## src/rtl/mux_pkg.sv

```systemverilog
// rtl/mux_pkg.sv - shared state encodings and select-width helper for the N-to-1 pipelined mux
package mux_pkg;

    typedef enum logic [1:0] {
        ST_EMPTY = 2'd0,
        ST_ONE   = 2'd1,
        ST_TWO   = 2'd2
    } state_t;

    function automatic int sel_width(input int num_in);
        return ($clog2(num_in) > 0) ? $clog2(num_in) : 1;
    endfunction

endpackage

```

## src/rtl/mux_nto1_comb.sv

```systemverilog
// rtl/mux_nto1_comb.sv - combinational AND-OR N-to-1 word select; out-of-range sel yields zeros
module mux_nto1_comb
    import mux_pkg::*;
#(
    parameter int WIDTH  = 32,
    parameter int NUM_IN = 3,
    localparam int SEL_W = sel_width(NUM_IN)
) (
    input  logic [SEL_W-1:0]        sel,
    input  logic [NUM_IN*WIDTH-1:0] mdata,
    output logic [WIDTH-1:0]        word
);

    // One-hot AND-OR tree: codes with no matching input contribute nothing, giving zeros.
    always_comb begin
        word = '0;
        for (int k = 0; k < NUM_IN; k++) begin
            word = word | (mdata[k*WIDTH +: WIDTH] & {WIDTH{sel == SEL_W'(k)}});
        end
    end

endmodule

```

## src/rtl/mux_nto1_pipe.sv

```systemverilog
// rtl/mux_nto1_pipe.sv - N-to-1 select with registered valid/ready output and 2-entry skid; MUX_SEL_ERR_EN adds sticky sel_err
module mux_nto1_pipe
    import mux_pkg::*;
#(
    parameter int WIDTH  = 32,
    parameter int NUM_IN = 3,
    localparam int SEL_W = sel_width(NUM_IN)
) (
    input  logic                    clock,
    input  logic                    reset,
    input  logic                    in_valid,
    output logic                    in_ready,
    input  logic [SEL_W-1:0]        sel,
    input  logic [NUM_IN*WIDTH-1:0] mdata,
    output logic                    out_valid,
    input  logic                    out_ready,
    output logic [WIDTH-1:0]        out,
    output logic [SEL_W-1:0]        out_sel
`ifdef MUX_SEL_ERR_EN
    ,
    output logic                    sel_err
`endif
);

    state_t             state;
    logic [WIDTH-1:0]   m_data;
    logic [SEL_W-1:0]   m_sel;
    logic [WIDTH-1:0]   s_data;
    logic [SEL_W-1:0]   s_sel;
    logic [WIDTH-1:0]   word;
    logic               accept;
    logic               emit;

    mux_nto1_comb #(
        .WIDTH  (WIDTH),
        .NUM_IN (NUM_IN)
    ) u_comb (
        .sel   (sel),
        .mdata (mdata),
        .word  (word)
    );

    // Handshake flags decode only the state register, so no ready path runs through this stage.
    assign in_ready  = (state == ST_EMPTY) || (state == ST_ONE);
    assign out_valid = (state == ST_ONE) || (state == ST_TWO);
    assign out       = m_data;
    assign out_sel   = m_sel;
    assign accept    = in_valid & in_ready;
    assign emit      = out_valid & out_ready;

    always_ff @(posedge clock or posedge reset) begin
        if (reset) begin
            state  <= ST_EMPTY;
            m_data <= '0;
            m_sel  <= '0;
            s_data <= '0;
            s_sel  <= '0;
        end else begin
            case (state)
                ST_EMPTY: begin
                    if (accept) begin
                        m_data <= word;
                        m_sel  <= sel;
                        state  <= ST_ONE;
                    end
                end
                ST_ONE: begin
                    if (accept && emit) begin
                        m_data <= word;
                        m_sel  <= sel;
                    end else if (accept) begin
                        s_data <= word;
                        s_sel  <= sel;
                        state  <= ST_TWO;
                    end else if (emit) begin
                        state  <= ST_EMPTY;
                    end
                end
                ST_TWO: begin
                    // The skid entry is always the younger beat, so it refills the main register.
                    if (emit) begin
                        m_data <= s_data;
                        m_sel  <= s_sel;
                        state  <= ST_ONE;
                    end
                end
                default: state <= ST_EMPTY;
            endcase
        end
    end

`ifdef MUX_SEL_ERR_EN
    always_ff @(posedge clock or posedge reset) begin
        if (reset) begin
            sel_err <= 1'b0;
        end else if (accept && (int'(sel) >= NUM_IN)) begin
            sel_err <= 1'b1;
        end
    end
`endif

endmodule

```

## config.mk

```make
export PLATFORM = sky130hd
export DESIGN_NAME = mux_nto1_pipe
export DESIGN_NICKNAME = d
export VERILOG_FILES = /design/src/rtl/mux_pkg.sv /design/src/rtl/mux_nto1_comb.sv /design/src/rtl/mux_nto1_pipe.sv
export SDC_FILE = /design/constraint.sdc
export NUM_CORES = 1
export LEC_CHECK = 0
export CAP_MARGIN = 20
export CORE_MARGIN = 4
export CORE_UTILIZATION = 46
export DETAILED_ROUTE_END_ITERATION = 12
export PLACE_DENSITY = 0.88
export SYNTH_ARGS = -nofsm -noshare
export SYNTH_HDL_FRONTEND = slang
export SYNTH_SLANG_ARGS = --single-unit
```

## constraint.sdc

```tcl
create_clock -name clock -period 2.5 [get_ports clock]
set_input_delay 0.25 -clock clock [delete_from_list [all_inputs] [get_ports clock]]
set_output_delay 0.25 -clock clock [all_outputs]
set_load 0.01 [all_outputs]
```

==> run_results.csv, run 1 <==
group,metric,value,unit
outcome,status,"completed",
worst_setup_path,crit_slowest_cell,"a2111oi_4",
placed_design,placed_cell_area,5410,um2
grt,grt_pass1_vias,3921,
routing,drtAntennaViolNets,0,
clock_tree,h-tree-depth,3,
floorplanning,core,8300,um2
floorplanning,dieArea,10200,um2
layout,area_growth,42.0,%
synth,yosysMostFrequentCell,"nor2_1",
synth,yosysSeqAreaShare,44.1,%
clock_tree,cts_tree,"done",
routing,drc,0,
synth,synth-seq-cells,70,
floorplanning,die_w,101,um
clock_tree,clk_path_buf_depth,2,
floorplanning,io_pins,138,
layout,num-nets-final,688,
sta,final-hold-violation-count,0,
synth,syn_inst,466,
worst_setup_path,worstPathArrival,2.43,ns
run,drv_cap,0,
clock_tree,clk_pin_slew,0.08,ns
power,p_leak,0.00231,uW
worst_setup_path,reg2reg_from,"state[0]",
worst_setup_path,cp_slowest_stage_delay,0.46,ns
routing,initialDrtViolationCount,245,
sta,tns,0,ns
clock_tree,cts_made_buffers,9,
synth,synthTopCellsByCount,"nor2_1 (100), a21oi_1 (97), dfrtp_1 (70), mux2i_1 (34)",
clock_tree,post_cts_resized,0,
placed_design,dpl.hpwl,8070,um
routing,dr.pass1.iters,5,
synth,ys.flop_type,"dfrtp_1",
sta,fin_skew,0.00835,ns
worst_setup_path,cp_max_fo,68,
sta,maxSlewViolCount,0,
synth,syn-cell-area,3970,um2
worst_setup_path,r2r_cells,7,
synth,synth.top_cell.area_share,44.1,%
synth,synth_edf_count,0,
placed_design,gp_congestion,0.781,
worst_setup_path,path_cells,"inv_1 -> ha_1 -> nand3_1 -> a2111oi_4 -> buf_12 -> nor2_1 -> a21oi_1",
worst_setup_path,worstPathRequired,2.76,ns
sta,worst_slew_pin_slew,0.756,ns
synth,async_flop_share,100,%
synth,ys_top_cells_by_area,"dfrtp_1 (44%), a21oi_1 (12%), nor2_1 (9.5%)",
routing,via_per_inst,5.67,
layout,drive_above_1_share,6.48,%
worst_setup_path,reg2reg_slack,0.33,ns
floorplanning,rows,33,
power,ir_drop,662,uV
clock_tree,cts_num_sinks,70,
sta,maxSlewHeadroom,49.5,%
clock_tree,post_cts.repair.setup_buffers,0,
worst_setup_path,end_kind,"flip-flop",
grt,grtUsageTotal,22.6,%
grt,antenna_found_initial,0,
clock_tree,clk_latency,0.34,ns
routing,drt_wl_total,11600,um
grt,gr-total-overflow,0,
synth,synth_cell_types,24,
sta,period_needed,2.17,ns
hold_path,hold_class,"in2async",
sta,setup_violations,0,
layout,finalInstanceArea,5640,um2
synth,synth_nets,573,
worst_setup_path,startpoint_type,"flip-flop",
worst_setup_path,rr_endpoint,"out[0]",
placed_design,port_buffers,137,
synth,synth_warnings,0,
routing,routedWlPerCell,16.8,um
floorplanning,die_h,101,um
layout,fin_util,67.9,%
floorplanning,start_util,47.8,%
synth,yosys.area.top_type,"dfrtp_1",
sta,finalCritPeriodShare,86.9,%
layout,diodes,0,
sta,rsz0062_at_grt,"no",
worst_setup_path,crit_type,"reg2reg",
grt,grt_pass1_wl,18600,um
grt,grt_max_degree,69,
power,power_density,1060,nW/um2
clock_tree,cts_root_buf,"clkbuf_8",
synth,syn_area_per_cell,8.52,um2
power,power,5980,uW
sta,hold_ws,0.335,ns
sta,max_freq,461,MHz
routing,route.vias.total,3920,
clock_tree,cts-hold-fix-buffers,0,
[registers in the layout (all words and copies together), names as in the netlist]
| name | flops |
|---|---|
| out_sel | 2 |
| s_data | 32 |
| out | 32 |
| state | 2 |
| s_sel | 2 |
[critical path, delay by kind of cell, from the launching register on]
| family | cells | cell delay [ns] |
|---|---|---|
| compound gates | 2 | 0.60 |
| buf+inv | 2 | 0.42 |
| flops | 1 | 0.41 |
| fa+ha+maj | 1 | 0.40 |
| simple gates | 2 | 0.24 |
[kinds of logic after synthesis]
logic type      share of synthesized area [%]
buf+inv                                  5.30
compound gates                           21.4
fa+ha+maj                                1.58
flops                                    44.1
simple gates                             17.9
mux                                      9.71
[cells in the final DEF, fill, tap and decap left out, types with 2 or more instances in the layout]
cell type / instances
a21oi_1: 96
a31oi_1: 2
buf_12: 4
buf_2: 2
buf_4: 6
bufinv_16: 2
clkbuf_8: 10
clkdlybuf4s50_1: 135
clkinv_2: 2
clkinvlp_4: 2
dfrtp_1: 70
ha_1: 4
inv_1: 3
mux2_2: 4
mux2i_1: 34
nand2_1: 32
nand3_1: 32
nor2_1: 100
nor2b_1: 3
nor3_1: 2
o311a_1: 30
[area by class of cell]
cell class	count	area, um2
Fill cell	654	2660
Multi-Input combinational cell	349	2030
Sequential cell	70	1750
Timing Repair Buffer	147	1490
Clock buffer	10	138
Tap cell	105	131
Clock inverter	6	85.1
Inverter	4	15.0
[routing by layer]
layer | GRT usage [%] | routed length [um] | up-vias
met5 | 0 | 0 | -
met4 | 6.84 | 144 | 0
met3 | 4.78 | 886 | 13
met2 | 40.0 | 5920 | 142
met1 | 27.5 | 4650 | 1885
li1 | - | - | 1880
[metrics by stage]
stage	setup slack (ns)	std cells
4_1_cts	0.341	691
6_report	0.329	691
2_1_floorplan	0.482	466
3_3_place_gp	0.498	675
3_5_place_dp	0.359	675
5_1_grt	0.208	691
[worst max path at each step]
stage | startpoint | slack, ns | endpoint
CTS | state[0] | 0.34 | out[21]
global route | state[0] | 0.21 | out[14]
global placement | out_ready | 0.50 | out[21]
finish | state[0] | 0.33 | out[0]
floorplan | reset | 0.48 | out[0]
detailed placement | state[0] | 0.36 | out[0]
[report_power, final]
part	internal (uW)	total [uW]	switching, uW	leakage (uW)
clock network	585	1010	428	0.000108
registers	1740	2070	333	0.000804
logic	1410	2890	1480	0.00140
Power figures use the tool's default switching activity.
==> run 2, diff against run 1 <==
ABC_AREA = 1   (was default)
==> run_results.csv, run 2 <==
group,metric,value,unit
synth,synth_warnings,0,
routing,dr_wl_met2,5880,um
clock_tree,cts_tree,"done",
clock_tree,clk_pin_slew,0.08,ns
synth,synth-seq-cells,70,
layout,final_cell_mix,"nand2_1 (312), clkdlybuf4s50_1 (137), nand3_1 (98)",
sta,finalCritPeriodShare,85.4,%
grt,gr-total-overflow,0,
sta,tns,0,ns
clock_tree,cts_root_buf,"clkbuf_8",
layout,nFillCells,703,
worst_setup_path,cp_slowest_stage_delay,0.54,ns
outcome,status,"completed",
worst_setup_path,reg2reg_from,"state[0]",
placed_design,dp.cells,797,
clock_tree,clk_path_buf_depth,2,
synth,syn-cell-area,4060,um2
clock_tree,h-tree-depth,3,
floorplanning,core,8380,um2
worst_setup_path,path_delay_family,"buffers and inverters",
placed_design,gp_congestion,0.828,
placed_design,port_buffers,137,
power,power,5500,uW
worst_setup_path,worstPathArrival,1.89,ns
synth,syn_inst,582,
routing,top_layer,"met4",
synth,synth.top_cell.area_share,43.2,%
placed_design,placed_cell_area,5420,um2
worst_setup_path,cp_max_fo,5,
worst_setup_path,rr_endpoint,"s_sel[0]",
clock_tree,post_cts_resized,0,
clock_tree,cts_num_sinks,70,
sta,rsz0062_at_grt,"no",
grt,antenna_found_initial,0,
sta,maxSlewViolCount,0,
synth,yosys.area.top_type,"dfrtp_1",
floorplanning,die_w,102,um
layout,num-nets-final,810,
routing,drtAntennaViolNets,0,
sta,period_needed,2.14,ns
sta,fin_skew,0.00886,ns
synth,synth_edf_count,0,
worst_setup_path,path_cells,"inv_1 -> ha_1 -> inv_2 -> nand2_4 -> clkdlybuf4s50_1",
sta,worst_slew_pin_slew,0.876,ns
hold_path,hold_class,"in2async",
power,power_density,984,nW/um2
routing,drt_wl_total,12100,um
clock_tree,post_cts.repair.setup_buffers,0,
sta,setup_violations,0,
sta,final-hold-violation-count,0,
worst_setup_path,startpoint,"state[1]",
floorplanning,rows,33,
clock_tree,cts_made_buffers,9,
routing,dr.pass1.iters,4,
grt,grt_pass1_wl,19500,um
floorplanning,dieArea,10400,um2
routing,route.vias.total,4292,
grt,grtUsageTotal,23.8,%
synth,synth_nets,689,
power,p_leak,0.00279,uW
layout,drive_above_1_share,5.79,%
clock_tree,cts-hold-fix-buffers,0,
routing,drc,0,
clock_tree,clk_latency,0.35,ns
routing,initialDrtViolationCount,237,
run,drv_cap,0,
layout,fin_cells,813,
worst_setup_path,end_kind,"output pin",
layout,area_growth,37.9,%
worst_setup_path,worstPathRequired,2.25,ns
layout,finalInstanceArea,5590,um2
synth,yosysSeqAreaShare,43.2,%
floorplanning,start_util,48.4,%
power,ir_drop,461,uV
routing,wl_met3,1140,um
sta,max_freq,468,MHz
routing,wl_met1,4840,um
grt,grt_max_degree,42,
synth,syn_area_per_cell,6.97,um2
floorplanning,die_h,102,um
grt,grt_pass1_vias,4156,
worst_setup_path,crit_cells,5,
synth,yosysMostFrequentCell,"nand2_1",
sta,hold_ws,0.151,ns
routing,via_per_inst,5.28,
worst_setup_path,crit_type,"reg2out",
layout,final_common_cell,"nand2_1",
worst_setup_path,worst-path-buf-inv,3,
worst_setup_path,r2r_cells,8,
sta,maxSlewHeadroom,41.5,%
layout,diodes,0,
worst_setup_path,startpoint_type,"flip-flop",
synth,ys.flop_type,"dfrtp_1",
synth,synthTopCellsByCount,"nand2_1 (312), nand3_1 (98), dfrtp_1 (70), o21ai_0 (34), clkbuf_1 (17)",
synth,synth_cell_types,22,
placed_design,dpl.hpwl,8450,um
worst_setup_path,reg2reg_slack,0.48,ns
synth,ys_top_cells_by_area,"dfrtp_1 (43%), nand2_1 (29%), nand3_1 (12%)",
routing,routedWlPerCell,14.9,um
floorplanning,io_pins,138,
synth,async_flop_share,100,%
worst_setup_path,crit_slowest_cell,"clkdlybuf4s50_1",
==> run 2: changes by cell type after synthesis, moves of 30 or more <==
cell / before / now
nor2_1: 100 / 1
nand3_1: 32 / 98
nand2_1: 32 / 312
o311a_1: 30 / 0
o21ai_0: 1 / 34
a21oi_1: 97 / 0
mux2i_1: 34 / 0
==> run 2: worst max path at each step <==
stage               end  slack (ns)
3_3_place_gp    out[15]        0.38
3_5_place_dp    out[15]        0.32
6_report       in_ready        0.36
2_1_floorplan    out[0]        0.48
4_1_cts        in_ready        0.35
5_1_grt        in_ready        0.27
==> run 2: report_power, final <==
part,switching [uW],internal (uW),total (uW)
clock,432,381,813
combinational,1610,1110,2720
sequential,297,1670,1970
==> run 2: cell type report <==
type	count	area, um2	share of cell area [%]
Timing Repair Buffer	149	1460	26.1
Clock buffer	10	138	2.46
Clock inverter	6	37.5	0.671
Tap cell	105	131	2.35
Sequential cell	70	1750	31.3
Multi-Input combinational cell	461	2030	36.3
Inverter	12	45.0	0.805
==> run 2: kinds of logic after synthesis <==
logic type               share of synthesized area [%]
AND/OR/NAND/NOR                                   43.5
flip-flops                                        43.2
buffers and inverters                             6.82
AO/OA/AOI/OAI                                     4.97
adder cells (fa/ha/maj)                           1.54
==> run 2: stage by stage <==
step	util (%)	setup slack [ns]
CTS	66.7	0.348
finish	66.7	0.364
global route	66.7	0.265
detailed placement	64.6	0.316
floorplan	-	0.482
global placement	64.6	0.377
==> run 2: layer usage <==
metal,GRT usage (%),vias up
met2,38.9,217
met3,4.57,27
met4,10.1,0
met1,30.9,1956
li1,-,2092
met5,0,-
==> run 3, diff against run 2 <==
CELL_PAD_IN_SITES_DETAIL_PLACEMENT = 1   (was default)
CELL_PAD_IN_SITES_GLOBAL_PLACEMENT = 1   (was default)
CORE_UTILIZATION = 32   (was 46)
==> run_results.csv, run 3 (synthesized netlist as in run 2, its figures left out) <==
group,metric,value,unit
worst_setup_path,worstPathArrival,1.92,ns
clock_tree,clk_pin_slew,0.06,ns
worst_setup_path,crit_slowest_cell,"clkdlybuf4s50_1",
clock_tree,post_cts.repair.setup_buffers,0,
sta,fin_skew,0.00323,ns
clock_tree,post_cts_resized,0,
worst_setup_path,reg2reg_slack,0.40,ns
sta,final-hold-violation-count,0,
layout,drive_above_1_share,5.78,%
clock_tree,clk_path_buf_depth,2,
clock_tree,clk_latency,0.33,ns
routing,drc,0,
sta,maxSlewHeadroom,63.0,%
run,drv_cap,0,
grt,antenna_found_initial,0,
sta,tns,0,ns
power,ir_drop,566,uV
routing,drtAntennaViolNets,0,
routing,drt_wl_total,15300,um
grt,gr-total-overflow,0,
sta,worst_slew_pin_slew,0.555,ns
power,power_density,1070,nW/um2
worst_setup_path,worstPathRequired,2.25,ns
routing,dr.pass1.iters,4,
floorplanning,die_w,121,um
layout,finalInstanceArea,5860,um2
placed_design,gp_congestion,0.859,
floorplanning,io_pins,138,
routing,route.vias.total,4434,
floorplanning,dieArea,14500,um2
worst_setup_path,path_cells,"inv_1 -> ha_1 -> inv_2 -> nand2_4 -> clkdlybuf4s50_1",
layout,diodes,0,
sta,period_needed,2.17,ns
clock_tree,cts-hold-fix-buffers,0,
grt,grt_pass1_wl,25200,um
floorplanning,start_util,33.2,%
clock_tree,cts_tree,"done",
hold_path,hold_class,"in2async",
floorplanning,rows,40,
layout,final_cell_mix,"nand2_1 (312), clkdlybuf4s50_1 (137), nand3_1 (98)",
worst_setup_path,end_kind,"output pin",
routing,via_per_inst,5.06,
worst_setup_path,r2r_cells,9,
routing,routedWlPerCell,17.4,um
placed_design,placed_cell_area,5530,um2
clock_tree,h-tree-depth,3,
worst_setup_path,cp_max_fo,5,
worst_setup_path,reg2reg_from,"state[0]",
routing,initialDrtViolationCount,289,
worst_setup_path,cp_slowest_stage_delay,0.54,ns
grt,grt_max_degree,71,
worst_setup_path,startpoint_type,"flip-flop",
placed_design,dpl.hpwl,10900,um
layout,area_growth,44.6,%
sta,hold_ws,0.319,ns
clock_tree,cts_root_buf,"clkbuf_16",
sta,finalCritPeriodShare,86.7,%
sta,setup_violations,0,
sta,maxSlewViolCount,0,
grt,grtUsageTotal,22.0,%
worst_setup_path,rr_endpoint,"out[1]",
outcome,status,"completed",
sta,rsz0062_at_grt,"no",
layout,num-nets-final,811,
floorplanning,core,12200,um2
clock_tree,cts_num_sinks,70,
power,p_leak,0.00289,uW
layout,final_common_cell,"nand2_1",
grt,grt_pass1_vias,5090,
placed_design,port_buffers,137,
sta,max_freq,461,MHz
worst_setup_path,crit_type,"reg2out",
floorplanning,die_h,121,um
clock_tree,cts_made_buffers,9,
==> run 3: power breakdown <==
group / switching [uW] / internal (uW) / leakage [uW]
combinational: 1740 / 1120 / 0.00183
sequential: 313 / 1670 / 0.000894
clock: 478 / 954 / 0.000166
==> run 3: worst max-delay path by stage <==
stage / startpoint / endpoint / depth (start not counted)
after floorplan: reset / out[0] / 1
after global placement: state[0] / out[26] / 9
after detailed placement: state[0] / out[1] / 9
after CTS: state[1] / in_ready / 5
after global routing: state[1] / in_ready / 5
final: state[1] / in_ready / 5
==> run 3: routing by layer <==
metal  track usage (%)  up-vias  wire length [um]
li1                  -     2090                 -
met1              26.3     2183              6150
met2              37.9      141              7790
met3              4.86       20               930
met4              9.49        0               398
met5                 0        -                 0
==> run 3: stage by stage <==
stage	util, %	total power (uW)	setup slack [ns]	std cells
3_5_place_dp	45.3	4880	0.419	861
4_1_cts	48.0	6340	0.307	877
3_3_place_gp	45.3	4720	0.518	861
6_report	48.0	6280	0.332	877
2_1_floorplan	-	3720	0.482	582
5_1_grt	48.0	6750	0.246	877
==> run 3: cell type report <==
type	instances	area [um2]
clock buffer	13	270
clock inverter	3	65.1
fill	1537	6350
inverter	12	45.0
multi-input combinational	461	2030
sequential	70	1750
tap	168	210
timing repair buffer	150	1490
==> run 3: worst max-delay path, delay by kind of cell (launching register included) <==
kind	cells	cell delay, ns
fa+ha+maj	1	0.31
buf+inv	3	0.73
flops	1	0.43
simple gates	1	0.11
==> variant 1: new RTL, settings of run 2 <==
The option `MUX_SEL_ERR_EN` is turned on by a define.
--- a/src/rtl/mux_nto1_pipe.sv
+++ b/src/rtl/mux_nto1_pipe.sv
@@ -1,3 +1,5 @@
 // rtl/mux_nto1_pipe.sv - N-to-1 select with registered valid/ready output and 2-entry skid; MUX_SEL_ERR_EN adds sticky sel_err
+`define MUX_SEL_ERR_EN
+
 module mux_nto1_pipe
     import mux_pkg::*;
Behaviour (old outputs only; new: sel_err): unchanged (Yosys induction, for registers that start in step).
==> variant 1 against run 2 <==
  * Worst setup slack gained 18 ps
  * Area after synthesis is 2.1% lower
  * Die area decreased by 1.9%
  * Final area rose by 0.54%
  * Power shrank 4.0%
  * Non-clock buffer count up 2
  * Clock power grew 15%
  * Routed wire length increased by 2.5%
  * Global-route usage increased by 0.92 points
  * Sequential cell count increased by 1
  * Worst hold slack better by 34 ps
  * Count of clock-buffer cells in the layout grew 2
  * Sequential share of layout area is 0.28 points higher
  * Core utilization increased by 1.0 points
  * Critical endpoint unchanged
  * Largest cell class unchanged
  * Largest power group unchanged
==> variant 1: results (changes against run 2) <==
[cts]
numCtsBuffers = 9  ; unchanged
cts.clk_slew.worst_paths_ps = 80  ; about the same
post_cts_buffers = 0  ; unchanged
clockRootBuffer = clkbuf_8  ; unchanged
cts_buffer_depth = 2  ; unchanged
clk_latency_ps = 340
cts_resized = 0  ; unchanged
htreeDepth = 3  ; unchanged

[placed_design]
gp_congestion = 0.820  ; was 0.828
hpwl_um = 8600  ; was 8450 um
io_buffer_count = 138  ; was 137

[routing]
avgViaCountPerCell = 5.30  ; was 5.28
drt_iter0_markers = 246  ; was 237
drt_wl_total_um = 12500  ; was 12100 um
dr.pass1.iters = 4  ; unchanged

[pwr]
ir_worst_vdd_uv = 683  ; was 461 uV
p_leak_nw = 2.87  ; was 2.79 nW

[setup_path]
slowest_stage = clkdlybuf4s50_1  ; unchanged
crit_path_max_incr_delay_ps = 540  ; about the same
crit_fanout = 5  ; unchanged
r2r_cells = 9  ; was 8
critPathRequiredTime_ps = 2250  ; about the same
cp_top_family = buffers and inverters  ; unchanged

[grt]
grt_first_pass_wirelength_um = 20300  ; was 19500 um
grt_start_max_net_pins = 60  ; was 42
grt_pass1_vias = 4428  ; was 4156
grt_usage_pct = 24.7  ; was 23.8%

[synthesis]
yosys-top-cells-count = 348 x nand2_1, 96 x nand3_1, 71 x dfrtp_1  ; was 312 x nand2_1, 98 x nand3_1, 70 x dfrtp_1
synth_area_leaders = dfrtp_1 45%, nand2_1 33%, nand3_1 12%, buf_2 2.0%, ha_1 1.3%  ; was dfrtp_1 43%, nand2_1 29%, nand3_1 12%, o21ai_0 4.2%, buf_6 2.5%
synthArstFlopShare_pct = 100  ; unchanged
yosysUniqueCellTypes = 20  ; was 22
ys_seq_area_share_pct = 44.7  ; was 43.2%
synth-main-ff-cell = dfrtp_1  ; unchanged
yosys_warnings = 0  ; unchanged
syn-num-nets = 687  ; was 689

[cells_and_area]
fin_nets = 813  ; was 810
drive_gt1_share_pct = 5.06  ; was 5.79%
fillers = 682  ; was 703
n_antenna_cell = 0  ; unchanged

[sta]
fin_skew_ps = 8.64  ; was 8.86 ps
worstMarginPinSlew_ps = 626  ; was 876 ps

[hold_path]
hold_path.class = in2async  ; unchanged

[status]
status = complete, no violations  ; unchanged

[variant 1: worst paths after layout]
path	from	end	slack, ps
max reg2reg	state[1]	out[29]	490
min in group clock	out[19]	out[19]	480
min	reset	out[7]	180
max	state[1]	in_ready	380
min reg2reg	out[19]	out[19]	480
max in group asynchronous	reset	out[13]	1710
[variant 1: metal layers]
metal,vias to the layer above,routed length (um),global-route usage [%]
met3,28,927,3.39
li1,2060,-,-
met4,0,343,11.3
met2,195,6330,43.4
met1,2044,4850,29.8
met5,-,0,0
[variant 1: metrics by stage]
step	instance area, sq um	hold WS (ps)	worst slack, ps	cells
after floorplan	3970	409	453	581
after global placement	5430	461	552	801
after detailed placement	5430	464	468	801
after CTS	5620	186	357	816
after global routing	5620	202	269	816
final	5620	185	381	816
[variant 1: layout make-up]
cell class	instances	area, sq um	share of cell area [%]
multi-input cells	460	1940	34.4
flip-flops and latches	71	1780	31.6
repair buffers	151	1530	27.2
clock buffers	12	155	2.76
well taps	105	131	2.34
inverters	14	52.6	0.935
clock inverters	3	42.5	0.757
[variant 1: kinds of logic after synthesis]
| group | share of synthesized area (%) |
|---|---|
| flip-flops | 44.7 |
| adder cells (fa/ha/maj) | 1.26 |
| AND/OR/NAND/NOR | 46.2 |
| buffers and inverters | 6.55 |
| AO/OA/AOI/OAI | 1.23 |
[variant 1: power by group]
part | switching (W) | internal [W] | leakage, nW
logic | 0.00138 | 0.00107 | 1.87
clock network | 0.000424 | 0.000509 | 0.0985
registers | 0.000274 | 0.00162 | 0.905
==> variant 2: new RTL, settings of run 2 <==
Without the edit above. Re-encode `state_t` (3 states) as one-hot, 3 bits wide.
--- a/src/rtl/mux_pkg.sv
+++ b/src/rtl/mux_pkg.sv
@@ -2,8 +2,8 @@
 package mux_pkg;
 
-    typedef enum logic [1:0] {
-        ST_EMPTY = 2'd0,
-        ST_ONE   = 2'd1,
-        ST_TWO   = 2'd2
+    typedef enum logic [2:0] {
+        ST_EMPTY = 3'b001,
+        ST_ONE   = 3'b010,
+        ST_TWO   = 3'b100
     } state_t;
 
Function: same outputs for any inputs over 10 cycles, from zero or initial values and one cycle with reset high; not proved beyond that.
==> variant 2 against run 2 <==
  * Combinational power down 18%
  * Fmax fell by 5.5%
  * Core utilization is 0.61 points lower
  * Worst setup slack got worse by 120 ps
  * Count of clock-buffer cells in the layout grew 5
  * Final area decreased by 1.4%
  * Worst hold slack better by 140 ps
  * Sequential cell count increased by 1
  * Area after synthesis is 1.2% lower
  * Routed wire length rose by 3.3%
  * Power shrank 8.0%
  * Final cell count is 0.25% lower
  * Register-to-register slack improved by 70 ps
  * Clock power increased by 1%
  * Critical path type unchanged
  * Largest power group unchanged
==> variant 2: results (changes against run 2) <==
[status]
status = complete, no violations  ; unchanged

[grt]
met3_usage_pct = 7.23  ; was 4.57%
grt_first_pass_wirelength_um = 20100  ; was 19500 um
grt_usage_pct = 25.0  ; was 23.8%
use_met1_pct = 30.8  ; was 30.9%
met2_usage_pct = 42.4  ; was 38.9%

[pwr]
ir_worst_vdd_uv = 415  ; was 461 uV
switchingPower_w = 0.00196  ; was 0.00234 W

[routing]
drt_wl_total_um = 12500  ; was 12100 um
drt_iter0_markers = 235  ; was 237
vias = 4305  ; was 4292
drt-met1-wl_um = 4920  ; was 4840 um
wl_per_cell_um = 15.5  ; was 14.9 um

[placed_design]
hpwl_um = 8650  ; was 8450 um
dp_worst_setup_slack_ps = 586  ; was 316 ps
placed_area_sq_mm = 0.00534  ; was 0.00542 sq mm
dp_cells = 795  ; was 797

[setup_path]
crit_fanout = 18  ; was 5
r2r_cells = 7  ; was 8

[synthesis]
synth_area_leaders = dfrtp_1 44%, nand2_1 32%, nand3_1 12%, buf_6 3.7%, buf_2 1.9%  ; was dfrtp_1 43%, nand2_1 29%, nand3_1 12%, o21ai_0 4.2%, buf_6 2.5%
yosys-top-cells-count = 337 x nand2_1, 100 x nand3_1, 70 x dfrtp_1  ; was 312 x nand2_1, 98 x nand3_1, 70 x dfrtp_1
yosysUniqueCellTypes = 23  ; was 22
syn_area_per_cell_sq_um = 6.93  ; was 6.97 sq um
ys_seq_area_share_pct = 44.4  ; was 43.2%

[sta]
worstMarginPinSlew_ps = 623  ; was 876 ps
fin_skew_ps = 10.2  ; was 8.86 ps

[cells_and_area]
fillers = 702  ; was 703

[variant 2: power groups by stage]
stage / Sequential (W) / Clock [W] / Combinational [W]
2_1_floorplan: 0.00206 / 0 / 0.00125
3_3_place_gp: 0.00200 / 0 / 0.00213
3_5_place_dp: 0.00202 / 0 / 0.00222
4_1_cts: 0.00201 / 0.000839 / 0.00223
5_1_grt: 0.00207 / 0.000890 / 0.00245
6_report: 0.00202 / 0.000824 / 0.00222
[variant 2: cell type report]
cell class	instances	area (sq um)	area share [%]
Clock buffer	15	166	3.02
Sequential cell	71	1780	32.2
Multi-Input combinational cell	461	1930	35.0
Inverter	10	37.5	0.681
Tap cell	105	131	2.38
Timing Repair Buffer	148	1470	26.6
Clock inverter	1	5.00	0.0908
[variant 2: worst paths after layout]
check | startpoint | end | slack, ps
min in group clock | out[27] | out[27] | 480
min | reset | state[2] | 290
max in group asynchronous | reset | state[0] | 1890
max | state[1] | out_valid | 240
min reg2reg | out[27] | out[27] | 480
max reg2reg | state[1] | out_sel[0] | 550
